## config.mk

```make
export PLATFORM = sky130hd
export DESIGN_NAME = rv151_uart_mmio
export DESIGN_NICKNAME = d
export VERILOG_FILES = /design/src/rtl/rv151_uart_mmio.sv
export SDC_FILE = /design/constraint.sdc
export NUM_CORES = 1
export LEC_CHECK = 0
export BUFFER_PORTS_ARGS = -buffer_cell sky130_fd_sc_hd__buf_2
export CAP_MARGIN = 20
export CORE_ASPECT_RATIO = 1.1
export CORE_MARGIN = 2
export CORE_UTILIZATION = 55
export CTS_BUF_LIST = sky130_fd_sc_hd__clkbuf_16
export CTS_CLUSTER_SIZE = 40
export DETAILED_ROUTE_END_ITERATION = 8
export PLACE_DENSITY = 0.91
export SLEW_MARGIN = 40
export SYNTH_ARGS = -nofsm -noshare
export SYNTH_HDL_FRONTEND = slang
export SYNTH_SLANG_ARGS = --single-unit
```

## constraint.sdc

```tcl
create_clock -name clk -period 5.78 [get_ports clk]
set_input_delay 1.445 -clock clk [delete_from_list [all_inputs] [get_ports clk]]
set_output_delay 1.445 -clock clk [all_outputs]
set_load 0.01 [all_outputs]
```

## src/rtl/rv151_uart_mmio.sv

```systemverilog
// rv151_uart_mmio: memory-mapped UART peripheral for the RV151 core data port.
// Four word registers live in a 16-byte window at BASE_ADDR:
//   +0x0 RXDATA (R)  received byte
//   +0x4 TXDATA (W)  push into 4-entry TX FIFO
//   +0x8 STATUS (R/W1C) {tx_drop, rx_frame_err, rx_overrun, rx_valid, tx_empty, tx_full}
//   +0xC CTRL   (R/W) {loopback, tx_ie, rx_ie}
// Ports:
//   clk, rstn          clock, asynchronous active-low reset
//   md_en/ad/we/wd     core data-port access (md_we==0 is a read)
//   md_rd              registered read data, one-cycle latency
//   uart_rx, uart_tx   8N1 serial lines, idle high
//   irq                (rx_ie & rx_valid) | (tx_ie & tx_empty)
module rv151_uart_mmio #(
   parameter logic [31:0] BASE_ADDR    = 32'h8000_0000,
   parameter int unsigned CLKS_PER_BIT = 868
) (
   input  logic        clk,
   input  logic        rstn,
   input  logic        md_en,
   input  logic [31:0] md_ad,
   input  logic [3:0]  md_we,
   input  logic [31:0] md_wd,
   output logic [31:0] md_rd,
   input  logic        uart_rx,
   output logic        uart_tx,
   output logic        irq
);

   localparam int unsigned   CW        = (CLKS_PER_BIT > 1) ? $clog2(CLKS_PER_BIT) : 1;
   localparam logic [CW-1:0] BIT_LAST  = CW'(CLKS_PER_BIT - 1);
   localparam logic [CW-1:0] HALF_LAST = CW'(CLKS_PER_BIT / 2 - 1);

   typedef enum logic [1:0] {TX_IDLE, TX_START, TX_DATA, TX_STOP} tx_state_t;
   typedef enum logic [1:0] {RX_IDLE, RX_START, RX_DATA, RX_STOP} rx_state_t;

   // ---------------- bus decode ----------------
   logic       sel, rd_acc, wr_acc;
   logic [1:0] off;

   assign sel    = md_en && (md_ad[31:4] == BASE_ADDR[31:4]);
   assign off    = md_ad[3:2];
   assign rd_acc = sel && (md_we == 4'b0000);
   assign wr_acc = sel && md_we[0];

   logic unused_bits;
   assign unused_bits = ^{md_ad[1:0], md_wd[31:8]};

   // ---------------- registers ----------------
   logic [2:0] ctrl;
   logic [7:0] rx_byte;
   logic       rx_valid, rx_overrun, rx_frame_err, tx_drop;

   // ---------------- TX FIFO ----------------
   logic [7:0] tx_mem [4];
   logic [1:0] tx_wp, tx_rp;
   logic [2:0] tx_cnt;
   logic       tx_full, tx_push_req, tx_push, tx_pop, tx_empty;

   tx_state_t  tx_state;
   logic [CW-1:0] tx_tick;
   logic [2:0] tx_bitn;
   logic [7:0] tx_shift;
   logic       tx_bit_end;

   assign tx_full     = (tx_cnt == 3'd4);
   assign tx_push_req = wr_acc && (off == 2'd1);
   // A full FIFO refuses the push even when a pop happens the same cycle.
   assign tx_push     = tx_push_req && !tx_full;
   assign tx_bit_end  = (tx_tick == BIT_LAST);
   assign tx_pop      = (tx_cnt != 3'd0) &&
                        ((tx_state == TX_IDLE) || ((tx_state == TX_STOP) && tx_bit_end));
   assign tx_empty    = (tx_cnt == 3'd0) && (tx_state == TX_IDLE);

   always_ff @(posedge clk) begin
      if (tx_push) tx_mem[tx_wp] <= md_wd[7:0];
   end

   always_ff @(posedge clk or negedge rstn) begin
      if (!rstn) begin
         tx_wp  <= '0;
         tx_rp  <= '0;
         tx_cnt <= '0;
      end else begin
         if (tx_push) tx_wp <= tx_wp + 2'd1;
         if (tx_pop)  tx_rp <= tx_rp + 2'd1;
         case ({tx_push, tx_pop})
            2'b10:   tx_cnt <= tx_cnt + 3'd1;
            2'b01:   tx_cnt <= tx_cnt - 3'd1;
            default: tx_cnt <= tx_cnt;
         endcase
      end
   end

   // ---------------- TX FSM ----------------
   always_ff @(posedge clk or negedge rstn) begin
      if (!rstn) begin
         tx_state <= TX_IDLE;
         tx_tick  <= '0;
         tx_bitn  <= '0;
         tx_shift <= '0;
         uart_tx  <= 1'b1;
      end else begin
         case (tx_state)
            TX_IDLE: begin
               tx_tick <= '0;
               tx_bitn <= '0;
               if (tx_pop) begin
                  tx_shift <= tx_mem[tx_rp];
                  uart_tx  <= 1'b0;
                  tx_state <= TX_START;
               end
            end
            TX_START: begin
               if (tx_bit_end) begin
                  tx_tick  <= '0;
                  uart_tx  <= tx_shift[0];
                  tx_state <= TX_DATA;
               end else begin
                  tx_tick <= tx_tick + CW'(1);
               end
            end
            TX_DATA: begin
               if (tx_bit_end) begin
                  tx_tick <= '0;
                  if (tx_bitn == 3'd7) begin
                     tx_bitn  <= '0;
                     uart_tx  <= 1'b1;
                     tx_state <= TX_STOP;
                  end else begin
                     tx_bitn  <= tx_bitn + 3'd1;
                     tx_shift <= {1'b0, tx_shift[7:1]};
                     uart_tx  <= tx_shift[1];
                  end
               end else begin
                  tx_tick <= tx_tick + CW'(1);
               end
            end
            TX_STOP: begin
               if (tx_bit_end) begin
                  tx_tick <= '0;
                  // Chain straight into the next start bit when data is waiting.
                  if (tx_pop) begin
                     tx_shift <= tx_mem[tx_rp];
                     uart_tx  <= 1'b0;
                     tx_state <= TX_START;
                  end else begin
                     tx_state <= TX_IDLE;
                  end
               end else begin
                  tx_tick <= tx_tick + CW'(1);
               end
            end
            default: tx_state <= TX_IDLE;
         endcase
      end
   end

   // ---------------- RX synchronizer and FSM ----------------
   logic rx_in, rx_s1, rx_s2;
   assign rx_in = ctrl[2] ? uart_tx : uart_rx;

   always_ff @(posedge clk or negedge rstn) begin
      if (!rstn) begin
         rx_s1 <= 1'b1;
         rx_s2 <= 1'b1;
      end else begin
         rx_s1 <= rx_in;
         rx_s2 <= rx_s1;
      end
   end

   rx_state_t     rx_state;
   logic [CW-1:0] rx_tick;
   logic [2:0]    rx_bitn;
   logic [7:0]    rx_shift;
   logic          rx_stop_smp, rx_load, rx_set_ovr, rx_set_ferr;

   assign rx_stop_smp = (rx_state == RX_STOP) && (rx_tick == BIT_LAST);
   assign rx_set_ferr = rx_stop_smp && !rx_s2;
   assign rx_set_ovr  = rx_stop_smp &&  rx_s2 &&  rx_valid;
   assign rx_load     = rx_stop_smp &&  rx_s2 && !rx_valid;

   always_ff @(posedge clk or negedge rstn) begin
      if (!rstn) begin
         rx_state <= RX_IDLE;
         rx_tick  <= '0;
         rx_bitn  <= '0;
         rx_shift <= '0;
      end else begin
         case (rx_state)
            RX_IDLE: begin
               rx_tick <= '0;
               rx_bitn <= '0;
               if (!rx_s2) rx_state <= RX_START;
            end
            RX_START: begin
               // Mid-start-bit check; a high line here means it was a glitch.
               if (rx_tick == HALF_LAST) begin
                  rx_tick  <= '0;
                  rx_state <= rx_s2 ? RX_IDLE : RX_DATA;
               end else begin
                  rx_tick <= rx_tick + CW'(1);
               end
            end
            RX_DATA: begin
               if (rx_tick == BIT_LAST) begin
                  rx_tick  <= '0;
                  rx_shift <= {rx_s2, rx_shift[7:1]};
                  if (rx_bitn == 3'd7) begin
                     rx_bitn  <= '0;
                     rx_state <= RX_STOP;
                  end else begin
                     rx_bitn <= rx_bitn + 3'd1;
                  end
               end else begin
                  rx_tick <= rx_tick + CW'(1);
               end
            end
            RX_STOP: begin
               if (rx_tick == BIT_LAST) begin
                  rx_tick  <= '0;
                  rx_state <= RX_IDLE;
               end else begin
                  rx_tick <= rx_tick + CW'(1);
               end
            end
            default: rx_state <= RX_IDLE;
         endcase
      end
   end

   // ---------------- STATUS / CTRL / RXDATA ----------------
   logic [3:0] clr;
   assign clr = (wr_acc && (off == 2'd2)) ? md_wd[5:2] : 4'b0000;

   // Set terms are OR-ed after the clear mask so a same-cycle event wins.
   always_ff @(posedge clk or negedge rstn) begin
      if (!rstn) begin
         rx_valid     <= 1'b0;
         rx_overrun   <= 1'b0;
         rx_frame_err <= 1'b0;
         tx_drop      <= 1'b0;
         rx_byte      <= '0;
         ctrl         <= '0;
      end else begin
         rx_valid     <= (rx_valid     & ~clr[0]) | rx_load;
         rx_overrun   <= (rx_overrun   & ~clr[1]) | rx_set_ovr;
         rx_frame_err <= (rx_frame_err & ~clr[2]) | rx_set_ferr;
         tx_drop      <= (tx_drop      & ~clr[3]) | (tx_push_req && tx_full);
         if (rx_load) rx_byte <= rx_shift;
         if (wr_acc && (off == 2'd3)) ctrl <= md_wd[2:0];
      end
   end

   // ---------------- read path ----------------
   logic [31:0] rd_mux;
   always_comb begin
      rd_mux = '0;
      case (off)
         2'd0:    rd_mux = {24'h0, rx_byte};
         2'd2:    rd_mux = {26'h0, tx_drop, rx_frame_err, rx_overrun, rx_valid, tx_empty, tx_full};
         2'd3:    rd_mux = {29'h0, ctrl};
         default: rd_mux = '0;
      endcase
   end

   always_ff @(posedge clk or negedge rstn) begin
      if (!rstn)       md_rd <= '0;
      else if (rd_acc) md_rd <= rd_mux;
   end

   assign irq = (ctrl[0] & rx_valid) | (ctrl[1] & tx_empty);

endmodule

```

Word level (Yosys, flattened, before mapping)
Memories as Yosys holds them, arrays and structs flattened.
Cells that the tools add are included.
- register bits after elaboration: 103
- RAM bits: 32
- bits of input ports: 72
- output and inout bits: 34
- logic and storage cells: 155
- memories kept: 1
- add/sub/neg operators: 8
- equal/unequal tests: 29
- multiplexer cells: 42
- bitwise operators: 15
- reductions and logical operators: 39
- memory list (memory ; depth ; bits a word ; read ports ; clocked after Yosys merged registers in ; wr ports ; RTL line ; RTL):
    tx_mem ; 4 ; 8 ; 1 ; 0 ; 1 ; 54 ; logic [7:0] tx_mem [4];
- operators by type and width (operator ; number):
    one-hot mux 8 bit (3 select lines) ; 2
    2-to-1 mux 8 bit ; 4
    2-to-1 mux 10 bit ; 3
    one-hot mux 10 bit (3 select lines) ; 1
    equality test 28 bit (second input constant) ; 1
    2-to-1 mux 2 bit ; 11
    adder 10 x 1 -> 10 bit (second input constant) ; 2
    equality test 10 bit (second input constant) ; 2
    inequality test 2 bit (second input constant) ; 10
    one-hot mux 10 bit (2 select lines) ; 1
    one-hot mux 3 bit (2 select lines) ; 3
    logical AND 1 bit ; 16
    one-hot mux 2 bit (4 select lines) ; 2
    equality test 2 bit (second input constant) ; 7
    2-to-1 mux 3 bit ; 4
    equality test 10 x 9 -> 1 bit (second input constant) ; 1
    AND reduction 5 bit ; 2
    adder 3 x 1 -> 3 bit (second input constant) ; 3
    equality test 3 bit (second input constant) ; 3
    2-to-1 mux 1 bit ; 9
    equality test 2 x 1 -> 1 bit (second input constant) ; 4
    bitwise AND 1 bit ; 6
    zero test 2 bit ; 3
    AND reduction 2 bit ; 3
    17 further kinds ; 30

Logic depth before layout (Yosys ltp)
- depth after elaboration: 8
- depth in mapped cells: 11

Least setup slack after synthesis
No wires, ideal clock.
- kind: input to register
- start: in md_ad[20]
- end: mem tx_mem[0][0] (enable)
- arrival time: 3164 ps
- required time: 5382 ps
- setup slack: 2218 ps
- stages on the path: 4
- cell sequence: nor4b_1 -> and4_1 -> nand4_1 -> nor4b_1
- word-level cells in the longest chain between the ends: 7
- ends and longest elaborated chain (what ; RTL line ; RTL):
    from (decl) ; 20 ; input logic [31:0] md_ad,
    equality test 28 bit ; 40 ; assign sel = md_en && (md_ad[31:4] == BASE_ADDR[31:4]);
    logical AND 1 bit ; 40 ;
    logical AND 1 bit ; 43 ; assign wr_acc = sel && md_we[0];
    logical AND 1 bit ; 66 ; assign tx_push_req = wr_acc && (off == 2'd1);
    logical AND 1 bit ; 68 ; assign tx_push = tx_push_req && !tx_full;
    2-to-1 mux 1 bit ; 75 ; if (tx_push) tx_mem[tx_wp] <= md_wd[7:0];
    2-to-1 mux 1 bit (not written as such) ; 75 ;
    to (decl) ; 54 ;
No other way between the ends.

Final worst setup path
- start: reg tx_state[0]
- end: out irq
- word-level cells in the longest chain between the ends: 4
- ends and longest elaborated chain (what ; RTL line ; RTL):
    from (decl) ; 59 ; tx_state_t tx_state;
    from (signal assigned) ; 97 ; tx_state <= TX_IDLE;
    from (signal assigned) ; 110 ; tx_state <= TX_START;
    from (signal assigned) ; 117 ; tx_state <= TX_DATA;
    zero test 2 bit ; 72 ; assign tx_empty = (tx_cnt == 3'd0) && (tx_state == TX_IDLE);
    logical AND 1 bit ; 72 ;
    bitwise AND 1 bit ; 272 ; assign irq = (ctrl[0] & rx_valid) | (ctrl[1] & tx_empty);
    bitwise OR 1 bit ; 272 ;
    to (decl) ; 26 ; output logic irq
No other way between the ends.

==> reports/results.tsv <==
metric	value	unit
synth_ff_type	dfrtp_1	
arrival	2240	ps
initial_core_util	56.4	%
cellPowerDensity	238	mW/mm2
grt_pass1_vias	3775	
peakVddDrop	0.000134	V
gp_congestion	0.796	
synth_area	0.00555	mm2
synthTopCellsByCount	76 x dfrtp_1, 45 x mux2_2, 32 x edfxtp_1, 27 x nor2_1, 24 x buf_4	
wl	11100	um
fmax	272	MHz
min_period	3680	ps
cts_tree	yes	
detailroute.via_count	3616	
drtIter0Drc	215	
cts_sinks	111	
layoutNonFillerInstCount	617	
ys_ff_latch	111	
critPathMaxFanout	7	
path_cells	inv_1, ha_1, nor4b_1, a22o_1, buf_2	
ys_types	63	
worstHoldStart	rx_s1	
detail-route-antenna-nets	0	
post_cts_buffers	0	
track_usage	21.6	%
via_per_inst	5.86	
clock_path_buffers	2	
fin_nets	582	
h-tree-depth	3	
critPathBufInv	2	
numPortBuffers	55	
worst_setup_path_end_kind	output pin	
core.rowCount	38	
hold_viol	0	
setup_viol	0	
cp_slowest_cell	nor4b_1	
drc	0	
postSynth.asyncResetShare	71.2	%
r2r_end	tx_cnt[2]	
clk_pin_slew	70	ps
r2r_cells	10	
whs_path_depth	0	
cap_violations	0	
slowest_delay	660	ps
overflow	0	
worst_pin_slew	765	ps
syn_to_final_growth	10.5	%
dieArea	0.0109	mm2
fin_worst_skew	7.55	ps
synth.largest_area_cell	dfrtp_1	
synth-edff-count	32	
postCtsHoldBufs	0	
required	4340	ps
diodes	0	
crit_type	reg -> out	
die_x	99.8	um
finalCritPeriodShare	63.7	%
wl_per_cell	17.9	um
post-dp-hpwl	7920	um
yosysTopAreaCellShare	34.3	%
r2r_slack	2980	ps
cts_root_buf	clkbuf_16	
firstDrtPassIters	4	
ctsResizeCount	0	
setup_tns	0	ps
crit_family	simple AND/OR/NAND/NOR gates	
cts_buffers	9	
core_area	0.00984	mm2
grt_max_degree	80	
hp-class	reg -> reg	
insertion_delay	340	ps
ys_seq_area_share	53.0	%
grt_setup_unrepaired	no	
placed_cells	601	
synthCells	437	
status	finished clean	
ys.warnings.count	0	
dieHeight	109	um
postSynthAreaPerCell	12.7	um2
drive_gt1_share	29.0	%
maxSlewViolCount	0	
yosysMostFrequentCell	dfrtp_1	
synth_area_leaders	dfrtp_1 34%, edfxtp_1 17%, mux2_2 9.1%, ha_1 3.8%, buf_4 3.2%	
slew_headroom	48.3	%
grt_pass1_wl	18200	um
p_leak	2.69	nW
startpoint_type	flop	
worstHoldEndpoint	rx_s2	
rr_startpoint	tx_tick[0]	
antenna_found_initial	0	
io_pins	106	
final_core_util	62.3	%
stage by stage:
step	power (W)	cell area, um2	setup WS, ps	hold WS, ps
floorplan	0.000872	5640	2220	345
global placement	0.000892	5850	2080	348
detailed placement	0.000895	5850	1900	347
CTS	0.00148	6130	2130	367
global route	0.00152	6130	2000	366
finish	0.00146	6130	2100	360
worst max-delay path by stage:
stage,startpoint,endpoint,slack (ps),depth (start not counted)
floorplan,md_ad[20],tx_mem[0][0],2220,4
global placement,md_ad[20],tx_cnt[2],2080,11
detailed placement,md_ad[20],tx_cnt[1],1900,9
CTS,tx_state[0],irq,2130,5
global route,tx_state[0],irq,2000,5
finish,tx_state[0],irq,2100,5
sequential cells by signal, summed over array words and instances (netlist names), 2 cells and up, named ones only:
| register | flops |
|---|---|
| tx_cnt | 3 |
| ctrl | 3 |
| rx_byte | 8 |
| tx_bitn | 3 |
| rx_tick | 10 |
| md_rd | 8 |
| rx_bitn | 3 |
| tx_mem | 32 |
| tx_wp | 2 |
| rx_shift | 8 |
| tx_state | 2 |
| tx_shift | 8 |
| tx_rp | 2 |
| tx_tick | 10 |
cell type report:
class / instances / area, um2
Clock buffer: 9 / 225
Sequential cell: 111 / 2940
Clock inverter: 7 / 56.3
Inverter: 15 / 56.3
Tap cell: 120 / 150
Timing Repair Buffer: 59 / 312
Fill cell: 726 / 3710
Multi-Input combinational cell: 296 / 2390
layout by cell type, fill, tap and decap left out, types with 9 or more instances in the layout:
| cell type | instances |
|---|---|
| nor2_1 | 27 |
| dfrtp_1 | 76 |
| inv_1 | 15 |
| edfxtp_1 | 32 |
| conb_1 | 24 |
| nand4_1 | 12 |
| o21ai_0 | 10 |
| nand3_1 | 9 |
| buf_2 | 54 |
| mux2i_1 | 9 |
| clkbuf_16 | 9 |
| xor2_1 | 13 |
| nor3_1 | 13 |
| nand2_1 | 20 |
| ha_1 | 17 |
| xnor2_1 | 9 |
| mux2_2 | 45 |
power breakdown:
group / total (W) / leakage (nW) / switching, W / internal, W
combinational: 0.0000637 / 1.24 / 0.0000403 / 0.0000234
sequential: 0.000816 / 1.33 / 0.00000370 / 0.000812
clock: 0.000583 / 0.127 / 0.000285 / 0.000297
total: 0.00146 / 2.69 / 0.000329 / 0.00113
cells by family (layout without fill, tap and decap cells):
family,count (synthesis),count (layout),share of synthesized area (%)
buffers and inverters,53,90,5.43
flip-flops,111,111,53.0
multiplexers,62,62,14.0
AND/OR/NAND/NOR,127,127,13.8
XOR/XNOR,22,22,3.47
AO/OA/AOI/OAI,43,43,6.04
adder cells (fa/ha/maj),18,18,4.19
other,1,24,0.0676
worst register-to-register path, cell delays in order (launching register included):
cell     delay (ps)
dfrtp_1         420
ha_1            280
and4b_1         430
a41oi_1         240
nor2_1          250
ha_1            230
inv_1            70
fa_1            390
xor2_1          150
nor2_1          110
xor2_1          160
routing by layer:
metal	wire [um]	vias up	part of all wire [%]	GRT usage, %
met1	4270	1831	39	24.5
met4	281	0	2.5	9.30
li1	-	1665	-	-
met3	402	27	3.6	5.02
met2	6110	93	55	39.2
met5	0	-	0	0
Note: power is estimated with default switching activity, not from simulation.
